File: src/rtl/ram_ctrl.sv
// ram_ctrl: request-side sequencer for the single-port data RAM.
// Accepts single/burst read and write commands, drives the RAM one beat per
// cycle, auto-increments (and wraps) the address, and registers read data.
module ram_ctrl #(
    parameter int unsigned DATA_W = 14,
    parameter int unsigned ADDR_W = 12,
    parameter int unsigned LEN_W  = 4
) (
    input  logic              clk,
    input  logic              rst_n,
    // command channel
    input  logic              req_valid,
    output logic              req_ready,
    input  logic              req_we,
    input  logic [ADDR_W-1:0] req_addr,
    input  logic [LEN_W-1:0]  req_len,
    // write data channel
    input  logic              wd_valid,
    output logic              wd_ready,
    input  logic [DATA_W-1:0] wd_data,
    // read data stream
    output logic              rd_valid,
    output logic [DATA_W-1:0] rd_data,
    output logic              rd_last,
    output logic              busy,
    // RAM side
    output logic [DATA_W-1:0] ram_data,
    output logic [ADDR_W-1:0] ram_address,
    output logic              ram_wren,
    output logic              ram_rden,
    input  logic [DATA_W-1:0] ram_q
);

    typedef enum logic [1:0] {
        S_IDLE = 2'd0,
        S_WR   = 2'd1,
        S_RD   = 2'd2
    } state_t;

    state_t              r_state;
    logic [ADDR_W-1:0]   r_cur_addr;
    logic [LEN_W-1:0]    r_beat_cnt;
    logic                r_rd_valid;
    logic                r_rd_last;
    logic [DATA_W-1:0]   r_rd_data;

    logic                w_in_idle;
    logic                w_in_wr;
    logic                w_in_rd;
    logic                w_last_beat;
    logic [ADDR_W-1:0]   w_addr_inc;
    logic [LEN_W-1:0]    w_cnt_dec;

    assign w_in_idle   = (r_state == S_IDLE);
    assign w_in_wr     = (r_state == S_WR);
    assign w_in_rd     = (r_state == S_RD);
    assign w_last_beat = (r_beat_cnt == '0);
    // Address arithmetic wraps silently modulo 2^ADDR_W.
    assign w_addr_inc  = r_cur_addr + ADDR_W'(1);
    assign w_cnt_dec   = r_beat_cnt - LEN_W'(1);

    // Command sequencing, beat counting and read-data capture.
    always_ff @(posedge clk) begin
        if (!rst_n) begin
            r_state    <= S_IDLE;
            r_cur_addr <= '0;
            r_beat_cnt <= '0;
            r_rd_valid <= 1'b0;
            r_rd_last  <= 1'b0;
            r_rd_data  <= '0;
        end else begin
            // Read strobes are single-cycle pulses unless re-armed in RD.
            r_rd_valid <= 1'b0;
            r_rd_last  <= 1'b0;
            case (r_state)
                S_IDLE: begin
                    if (req_valid) begin
                        r_cur_addr <= req_addr;
                        r_beat_cnt <= req_len;
                        r_state    <= req_we ? S_WR : S_RD;
                    end
                end
                S_WR: begin
                    // The RAM commits the word on this same edge when wd_valid is high.
                    if (wd_valid) begin
                        r_cur_addr <= w_addr_inc;
                        r_beat_cnt <= w_cnt_dec;
                        if (w_last_beat) begin
                            r_state <= S_IDLE;
                        end
                    end
                end
                S_RD: begin
                    // One beat per cycle, no back-pressure on the read stream.
                    r_rd_data  <= ram_q;
                    r_rd_valid <= 1'b1;
                    r_rd_last  <= w_last_beat;
                    r_cur_addr <= w_addr_inc;
                    r_beat_cnt <= w_cnt_dec;
                    if (w_last_beat) begin
                        r_state <= S_IDLE;
                    end
                end
                default: begin
                    r_state <= S_IDLE;
                end
            endcase
        end
    end

    // Handshake/status flags and RAM strobes decode directly from state.
    assign req_ready   = w_in_idle;
    assign wd_ready    = w_in_wr;
    assign busy        = !w_in_idle;
    assign ram_address = r_cur_addr;
    assign ram_data    = wd_data;
    assign ram_wren    = w_in_wr & wd_valid;
    assign ram_rden    = w_in_rd;

    assign rd_valid    = r_rd_valid;
    assign rd_last     = r_rd_last;
    assign rd_data     = r_rd_data;

endmodule

File: config.mk
export PLATFORM = sky130hd
export DESIGN_NAME = ram_ctrl
export DESIGN_NICKNAME = d
export VERILOG_FILES = /design/src/rtl/ram_ctrl.sv
export SDC_FILE = /design/constraint.sdc
export NUM_CORES = 1
export LEC_CHECK = 0
export BUFFER_PORTS_ARGS = -buffer_cell sky130_fd_sc_hd__buf_2
export CORE_MARGIN = 5
export CORE_UTILIZATION = 48
export CTS_BUF_LIST = sky130_fd_sc_hd__clkbuf_16
export DETAILED_ROUTE_END_ITERATION = 8
export PLACE_DENSITY = 0.86
export SLEW_MARGIN = 20
export SYNTH_ARGS = -nofsm -noshare
export SYNTH_HDL_FRONTEND = slang
export SYNTH_SLANG_ARGS = --single-unit
File: constraint.sdc
create_clock -name clk -period 5.2 [get_ports clk]
set_clock_uncertainty 0.2 [all_clocks]
set_input_delay 1.04 -clock clk [delete_from_list [all_inputs] [get_ports clk]]
set_output_delay 1.04 -clock clk [all_outputs]
set_load 0.01 [all_outputs]
# Word level (Yosys, flattened, before mapping)
# Index checks and enable logic that the tools add are counted.
# totals
input_bits,49
reg_bits,34
word_cells,32
output_inout_bits,47
# classes
bitwise_logic,1
muxes,12
n_addsub,2
n_eq_ne,4
n_reduce_logical,7
# op_table
operator,n
$pmux W12 S3,1
$mux W12,2
$add A12 B1 Y12 const B,1
$pmux W4 S3,1
$mux W2,4
$mux W4,2
$pmux W2 S3,1
$logic_not A4 Y1,1
$ne A2 B2 Y1 const B,2
$reduce_and A2 Y1,2
$sub A4 B1 Y4 const B,1
$reduce_and A3 Y1,1
$reduce_bool A3 Y1,1
$eq A2 B1 Y1 const B,1
$eq A2 B2 Y1 const B,1
$logic_not A2 Y1,1
$and A1 B1 Y1,1
$logic_not A1 Y1,1
$mux W1,1

# Longest topological paths before layout
# Gate-level depths: netlist of the first run.
# logic_depth
word_depth,4
mapped_depth,8
depth_no_buf,6

# Least setup slack after synthesis of the first run
# No wires, ideal clock.
# synth_path
kind,input to register
start,in req_valid
end,reg r_cur_addr[11] (netlist: ram_address[11])
n_path_buf,1
cell_stages,5
arrival_time_ps,2187
setup_ps,76
required_ps,4924
setup_slack_ps,2737
cell_sequence,nor2b_4 -> or3_1 -> buf_2 -> or4_1 -> a31oi_1
# synth_via
elab_chain_len,2
# synth_lines
item,line,rtl
start: declaration,12,"input logic req_valid,"
$ne A2 B2 Y1 (no source line),n/a,
$reduce_and A3 Y1 (no source line),n/a,
end signal: assignment,78,r_cur_addr <= req_addr;
end signal: assignment,86,r_cur_addr <= w_addr_inc;
end signal: assignment,98,r_cur_addr <= w_addr_inc;
end: declaration,41,logic [ADDR_W-1:0] r_cur_addr;
# Every way passes these cells.
# A chain may end at the register's enable or synchronous reset.

# Worst setup path after layout of the first run
# layout_path
start,reg r_state[0]
end,out ram_rden
# layout_via
elab_chain_len,1
# layout_lines
item,line,rtl
start: declaration,40,state_t r_state;
start signal: assignment,80,r_state <= req_we ? S_WR : S_RD;
$eq A2 B2 Y1,56,assign w_in_rd = (r_state == S_RD);
end: declaration,30,"output logic ram_rden,"
# Every way passes these cells.

==> metrics, run 1 <==
end of the worst register-to-register path=ram_address[9]; LEAKAGE=0.00102 uW; gpl congestion=0.851; switching pwr=365 uW; Max Clock Freq=338 MHz; CTS tree=yes; share of cells above drive strength 1=0.299; Post-Route Utilization=0.611; top post-synthesis cells by area=dfxtp_1 (38%), mux2i_1 (10%), buf_4 (5.9%), nor2_1 (5.0%), a21oi_1 (4.2%); largest net degree at the start of global routing=28; Max rail drop VDD=0.236 mV; Reg clk slew, reported paths=0.05 ns; Die Wd=71.0 um; full die area=5040 um^2; Worst-Skew Late Latency=0.28 ns; ANT nets after route=0; via count=1663; busiest layer in global routing=met2; Seq pwr share=0.329; Hold Startpoint=r_beat_cnt[1]; Worst Path Max Fanout=16; Setup Viol. Count Final=0; initial antenna violation count=0; gr usage total=0.175; WHS=0.278 ns; clock share of power=0.342; worst slack at placement=2.36 ns; Netlist cell types=39; hold path depth=2; CTS Buffer Depth=2; Mean Syn Cell Area=8.42 um^2; io pins=96; first-pass GRT wire length=7.11 mm; Worst Hold End=r_beat_cnt[1]; syn nets=267; Yosys warnings=0; crit path DAT=1.72 ns; GRT met2 Usage=0.295; Internal=742 uW; CP max-delay cell=ha_1; hold_buf cts=0; final worst-path cycle share=0.570; initial drt markers=101; core area=3630 um^2; vias per std cell=5.38; met1 Resource Use GR=0.201; Synth Instances=212; drc violations=0; area grow syn2layout=24.4%; CTS sink count=34; worst reg-to-reg setup slack=2.34 ns; Layout Cells excl Fill=309; CTS buffer count=5; sequential element share of the synthesized area=0.381; Synth async-reset ratio=0; path depth of the worst reg2reg path=5; FP Rows=22; Yosys reg bits=34; Synth top area share=0.381; Post CTS Setup Buffer Count=0; final net count=315; critical path data required time=3.96 ns; Yosys top cell by area=dfxtp_1; EDFF count, synth=0; status=completed; reg-to-reg startpoint=r_state[0]; Final TNS setup=0 ns; Worst-Margin Slew=0.876 ns; Slew HR=0.416; Crit path largest cell delay=0.74 ns; gr ovfl total=0; overall die height=71.0 um; Switching Fraction=0.330; max cap viols=0; post-cts gate resize count=0; prevailing post-synth register cell=dfxtp_1; pwr dens=498 nW/um^2; combinational share of power=0.329; post-route minimum period=2.96 ns; Final Max Tran Viols=0; H-tree Lvls=2; number of diodes=0; TritonRoute pass-1 iters=4; Worst Hold Class=flip-flop to flip-flop; vias in the first global route=1551; number of hold violations in the final report=0; post-route setup slack=2.24 ns; crit path launch type=flip-flop; Critical Path, Cell by Cell=inv_1 -> ha_1 -> buf_2; Wirelength per Cell=14.3 um; Total Wirelength=4.42 mm; Clk Tree Root Cell=clkbuf_16; CP Capture Type=output port; Synth Cell Area=1790 um^2; Post-DP HPWL=3.00 mm; initial core utilization=0.491; met3 usage=0.0426; Worst Setup Path Type=flip-flop to output port; Buffers on Ports=67; Inst Count DP=301; RSZ-0062 raised after global routing=false
## placed cells by master, fill, tap and decap left out, types with 3 or more instances in the layout
master     count
nor3_1         4
nand2_1       15
and2_1         3
o211ai_1       3
inv_1          8
a21oi_1       15
a211oi_1       3
buf_2         67
o21ai_0        7
clkbuf_16      5
nor2b_1        6
ha_1           6
nor2_1        24
nand4_1        4
dfxtp_1       34
nand3_1        5
mux2i_1       18
o2bb2ai_1      3
## layer usage
layer	part of all wire	up-vias
met5	0	-
met1	0.39	757
met3	0.079	9
li1	-	826
met4	0.026	0
met2	0.51	71
## worst max-delay path by stage
stage               start              end  slack, ns  cells after the start
2_1_floorplan   req_valid  ram_address[11]       2.74                      5
3_3_place_gp    req_valid  ram_address[11]       2.40                      5
3_5_place_dp    req_valid  ram_address[11]       2.36                      5
4_1_cts        r_state[0]         ram_rden       2.22                      3
5_1_grt        r_state[0]         ram_rden       2.13                      3
6_report       r_state[0]         ram_rden       2.24                      3
## worst max-delay path, delay by kind of cell, from the launching register on
kind	cells	cell delay [ns]
buffers and inverters	2	0.37
DFF	1	0.34
adders and majority gates	1	0.74
## cell families (layout without fill, tap and decap cells)
logic type | count (synthesis) | after routing | share of synthesized area
mux | 18 | 18 | 0.101
flops | 34 | 34 | 0.381
buf+inv | 36 | 85 | 0.107
compound gates | 44 | 44 | 0.158
simple gates | 74 | 74 | 0.211
fa+ha+maj | 6 | 6 | 0.0420
## registers in the layout, indices dropped and copies added (netlist names)
name / cells
rd_data: 14
rd_last: 1
ram_address: 12
r_beat_cnt: 4
r_state: 2
rd_valid: 1
## cell type report
type	count	area (um^2)
clock buffer	5	125
clock inverter	3	63.8
fill	329	1410
inverter	9	33.8
multi-input combinational	142	915
sequential	34	681
tap	48	60.1
timing repair buffer	68	343
## power groups by stage
stage                     clock, uW  combinational [uW]  sequential, uW
after global placement            0                 353             365
final                           378                 365             364
after CTS                       383                 367             363
after detailed placement          0                 361             367
after floorplan                   0                 254             376
after global routing            397                 408             372
## synth_stat cells (3+ instances only)
cell type	count
o211ai_1	3
nor2b_1	6
nand4_1	4
nand3_1	5
and2_1	3
a211oi_1	3
nor2_1	24
buf_4	14
o21ai_0	7
dfxtp_1	34
clkbuf_1	10
o2bb2ai_1	3
a21oi_1	15
mux2i_1	18
nand2_1	15
ha_1	6
inv_1	8
nor3_1	4
## metrics by stage
step | instance area (um^2) | power, uW
final | 2220 | 1110
after global routing | 2220 | 1180
after CTS | 2220 | 1110
after detailed placement | 2030 | 729
after global placement | 2030 | 718
after floorplan | 1790 | 630
(Power assumes the default switching activity.)
==> run 2: changes to the inputs <==
- CORE_UTILIZATION: 48 -> 44
- PLACE_DENSITY: 0.86 -> 0.8
- clock period: 5.2 -> 3.1 ns (I/O delays scaled with it)
==> run 2 against run 1 <==
  * Die area up 7.8%
  * Critical path depth up 3
  * Core utilization decreased by 4.6 points
  * Power up 68%
  * Largest cell class unchanged
  * Clock power increased by 67%
  * Register-to-register slack worse by 1.7 ns
  * Critical path type is now flip-flop to flip-flop
  * Largest power group unchanged
  * Non-clock buffer count is 3 higher
  * Design area up 1.1%
  * Worst hold slack worse by 0.0021 ns
  * Via count shrank 2.0%
  * Critical endpoint is now ram_address[11]
==> metrics, run 2 (same netlist as run 1, synthesis figures left out) <==
post-cts gate resize count=0; FP Rows=23; RSZ-0062 raised after global routing=false; area grow syn2layout=25.8%; Post-DP HPWL=3.03 mm; end of the worst register-to-register path=ram_address[11]; vias per std cell=5.19; Final TNS setup=0 ns; Post-Route Utilization=0.566; clock share of power=0.341; number of diodes=0; Seq pwr share=0.328; initial drt markers=65; final worst-path cycle share=0.783; drc violations=0; Max rail drop VDD=0.336 mV; Reg clk slew, reported paths=0.05 ns; Post CTS Setup Buffer Count=0; gr ovfl total=0; most common cell after layout, fill and taps aside=buf_2; Internal=1250 uW; worst slack at placement=0.671 ns; pwr dens=826 nW/um^2; reg-to-reg startpoint=r_state[0]; vias in the first global route=1465; hold_buf cts=0; gr usage total=0.157; share of cells above drive strength 1=0.307; FF+latch area=681 um^2; post-route setup slack=0.671 ns; crit path DAT=2.43 ns; CP Capture Type=flip-flop; area taken by multi-input logic gates=915 um^2; via count=1629; overall die height=73.7 um; first-pass GRT wire length=6.73 mm; Buffers on Ports=67; ANT nets after route=0; H-tree Lvls=2; Critical Path Source=r_state[0]; status=completed; Final Max Tran Viols=0; full die area=5430 um^2; TritonRoute pass-1 iters=4; Worst Path Max Fanout=17; GRT met2 Usage=0.264; most frequent cells in the layout=buf_2 (67), dfxtp_1 (34), nor2_1 (24); met3 usage=0.0397; crit path launch type=flip-flop; path depth of the worst reg2reg path=6; Max Clock Freq=412 MHz; LEAKAGE=0.00104 uW; core area=3970 um^2; CTS tree=yes; CTS buffer count=5; Setup Viol. Count Final=0; io pins=96; max cap viols=0; Slew HR=0.605; Worst Setup Path Type=flip-flop to flip-flop; CTS Buffer Depth=2; Die Wd=73.7 um; switching pwr=606 uW; CTS sink count=34; post-route minimum period=2.43 ns; worst reg-to-reg setup slack=0.67 ns; Switching Fraction=0.327; number of hold violations in the final report=0; met1 Resource Use GR=0.188; Setup crit end=ram_address[11]; Worst-Margin Slew=0.592 ns; combinational share of power=0.331; Wirelength per Cell=13.5 um; Worst-Skew Late Latency=0.27 ns; final net count=318; largest net degree at the start of global routing=25; gpl congestion=0.795; initial antenna violation count=0; Total Wirelength=4.24 mm; Clk Tree Root Cell=clkbuf_16; Worst Hold Class=flip-flop to flip-flop; busiest layer in global routing=met2; # fillers=368; initial core utilization=0.450; critical path data required time=3.10 ns; max reg flops=14
## run 2: worst min-delay path by stage
| stage | from | endpoint | cells past startpoint |
|---|---|---|---|
| after CTS | r_beat_cnt[1] | r_beat_cnt[1] | 2 |
| after detailed placement | r_beat_cnt[1] | r_beat_cnt[1] | 2 |
| after global placement | rd_data[8] | rd_data[8] | 2 |
| final | r_beat_cnt[1] | r_beat_cnt[1] | 2 |
| after global routing | rd_data[13] | rd_data[13] | 2 |
| after floorplan | r_beat_cnt[1] | r_beat_cnt[1] | 2 |
## run 2: routing by layer
layer,part of all wire,vias up
met5,0,-
met4,0.015,0
met3,0.068,6
met2,0.50,53
met1,0.42,739
li1,-,831
## run 2: power groups by stage
stage | sequential (uW) | clock, uW | combinational [uW]
after detailed placement | 615 | 0 | 618
after global routing | 624 | 665 | 689
final | 607 | 633 | 614
after floorplan | 630 | 0 | 426
after global placement | 612 | 0 | 608
after CTS | 607 | 650 | 620
## run 2: through the flow
| stage | cell area [um^2] | instances | hold WS [ns] | total power, uW |
|---|---|---|---|---|
| 3_5_place_dp | 2060 | 306 | 0.273 | 1230 |
| 2_1_floorplan | 1790 | 212 | 0.245 | 1060 |
| 5_1_grt | 2250 | 314 | 0.314 | 1980 |
| 3_3_place_gp | 2060 | 306 | 0.267 | 1220 |
| 6_report | 2250 | 314 | 0.276 | 1850 |
| 4_1_cts | 2250 | 314 | 0.279 | 1880 |
## run 2: final cells by class
cell class / instances / share of cell area
flip-flops and latches: 34 / 0.303
well taps: 50 / 0.0279
repair buffers: 71 / 0.163
inverters: 9 / 0.0150
clock inverters: 3 / 0.0284
clock buffers: 5 / 0.0557
multi-input cells: 142 / 0.407
## run 2: worst max-delay path: stages, from the launching register on
cell     delay (ns)
dfxtp_1        0.37
inv_1          0.08
ha_1           0.24
nor2b_4        0.14
or3_1          0.58
or4_1          0.59
a31oi_1        0.16
==> run 3: changes to the inputs <==
- CORE_UTILIZATION: 44 -> 40
- PLACE_DENSITY: 0.8 -> 0.77
- clock period: 3.1 -> 2 ns (I/O delays scaled with it)
==> run 3 against run 2 <==
  * Worst hold slack got worse by 0.12 ns
  * First-iteration DRC count rose by 130%
  * Highest routed layer unchanged
  * Largest power group is now combinational cells
  * Critical endpoint is now ram_address[9]
  * Maximum frequency rose by 23%
==> metrics, run 3 (same netlist as run 1, synthesis figures left out) <==
area taken by multi-input logic gates=955 um^2; gr ovfl total=0; Critical Path, Cell by Cell=inv_4 -> ha_4 -> nor2b_4 -> or3_4 -> or4_1 -> a31oi_1; critical path data required time=2.00 ns; post-route minimum period=1.98 ns; core area=4350 um^2; Worst Setup Path Type=flip-flop to flip-flop; gr usage total=0.153; Total Wirelength=4.47 mm; Wirelength per Cell=13.6 um; vias in the first global route=1654; overall die height=76.8 um; Worst Hold Class=primary input to flip-flop; share of cells above drive strength 1=0.375; TritonRoute pass-1 iters=4; Hold Startpoint=ram_q[7]; CTS buffer count=5; Max Clock Freq=505 MHz; max reg flops=14; first-pass GRT wire length=7.57 mm; Reg clk slew, reported paths=0.06 ns; drc violations=0; largest net degree at the start of global routing=17; status=completed; Setup Viol. Count Final=0; Final Max Tran Viols=0; via count=1678; initial drt markers=147; area grow syn2layout=34.3%; CTS Buffer Depth=2; max cap viols=0; Critical Path Source=r_state[0]; Die Wd=76.8 um; Post-DP HPWL=3.24 mm; io pins=96; gpl congestion=0.766; full die area=5900 um^2; Worst Path Max Fanout=4; most frequent cells in the layout=buf_2 (67), dfxtp_1 (32), nor2_1 (24); Max rail drop VDD=0.471 mV; initial core utilization=0.410; Buffers on Ports=67; Slew HR=0.750; ANT nets after route=0; most common cell after layout, fill and taps aside=buf_2; Post-Route Utilization=0.551; CTS sink count=34; number of hold violations in the final report=0; Crit path buffers/inverters=1; crit path DAT=1.98 ns; initial antenna violation count=0; Worst-Skew Late Latency=0.27 ns; FF+latch area=686 um^2; Worst-Margin Slew=0.373 ns; vias per std cell=5.10; pwr dens=1280 nW/um^2; RSZ-0062 raised after global routing=true; CP Capture Type=flip-flop; crit path launch type=flip-flop; FP Rows=24; number of diodes=0; CTS tree=yes; H-tree Lvls=2; final net count=331; final worst-path cycle share=0.991; LEAKAGE=0.00111 uW; CP max-delay cell=or4_1; Clk Tree Root Cell=clkbuf_16; WHS=0.156 ns; reg-to-reg startpoint=r_state[0]; # fillers=389; Crit path largest cell delay=0.47 ns; delay-heaviest family, CP=simple AND/OR/NAND/NOR gates
## run 3: cell count changes in the layout (fill, tap and decap cells not counted), moves of 2 or more
cell / change
buf_4: +13
a211oi_1: -2
a211oi_2: +2
dfxtp_1: -2
ha_1: -2
ha_4: +2
inv_1: -2
## run 3: stage by stage
step | total power [uW] | worst slack, ns | area [um^2] | cells | TNS (ns)
after detailed placement | 2020 | -0.0282 | 2140 | 317 | -0.0299
after floorplan | 1670 | -0.0563 | 1810 | 212 | -0.0938
after CTS | 3040 | 0.00894 | 2350 | 326 | 0
final | 3070 | 0.0188 | 2400 | 329 | 0
after global routing | 3280 | -0.0760 | 2400 | 329 | -0.0760
after global placement | 2000 | 0.0163 | 2140 | 317 | 0
## run 3: path summary, 6_finish.rpt
kind / endpoint / slack, ns / cells after the start
worst min register to register: r_beat_cnt[1] / 0.28 / 2
worst max register to register: ram_address[9] / 0.02 / 6
worst max-delay path: ram_address[9] / 0.02 / 6
worst min-delay path: rd_data[7] / 0.16 / 3
## run 3: worst reg2reg max path: cells and delay by family (launching register included)
family                     cells  cell delay [ns]
and+or+nand+nor                3             0.97
buffers and inverters          1             0.05
AOI/OAI and AO/OA              1             0.16
adders and majority gates      1             0.15
DFF                            1             0.38
## run 3: power by group
group	internal, uW	switching [uW]	total [uW]
clock	715	287	1000
sequential	816	113	928
combinational	540	600	1140
total	2070	999	3070
## run 3: what timing repair did
item	in CTS	in global routing
resized for setup	1	5
hold buffers	0	0
pin swaps	2	2
setup endpoints to repair	2	6
setup buffers	1	3
## run 3: cell type report
class                           count  area share
Clock inverter                      3      0.0287
Tap cell                           52      0.0271
Clock buffer                        5      0.0522
Multi-Input combinational cell    142       0.398
Inverter                            9      0.0151
Sequential cell                    34       0.286
Timing Repair Buffer               84       0.193
## run 3: metal layers
layer / wire [um] / part of all wire / track usage
met5: 0 / 0 / 0
met4: 50 / 0.011 / 0.0507
met3: 406 / 0.091 / 0.0515
met2: 2060 / 0.46 / 0.248
met1: 1950 / 0.44 / 0.189
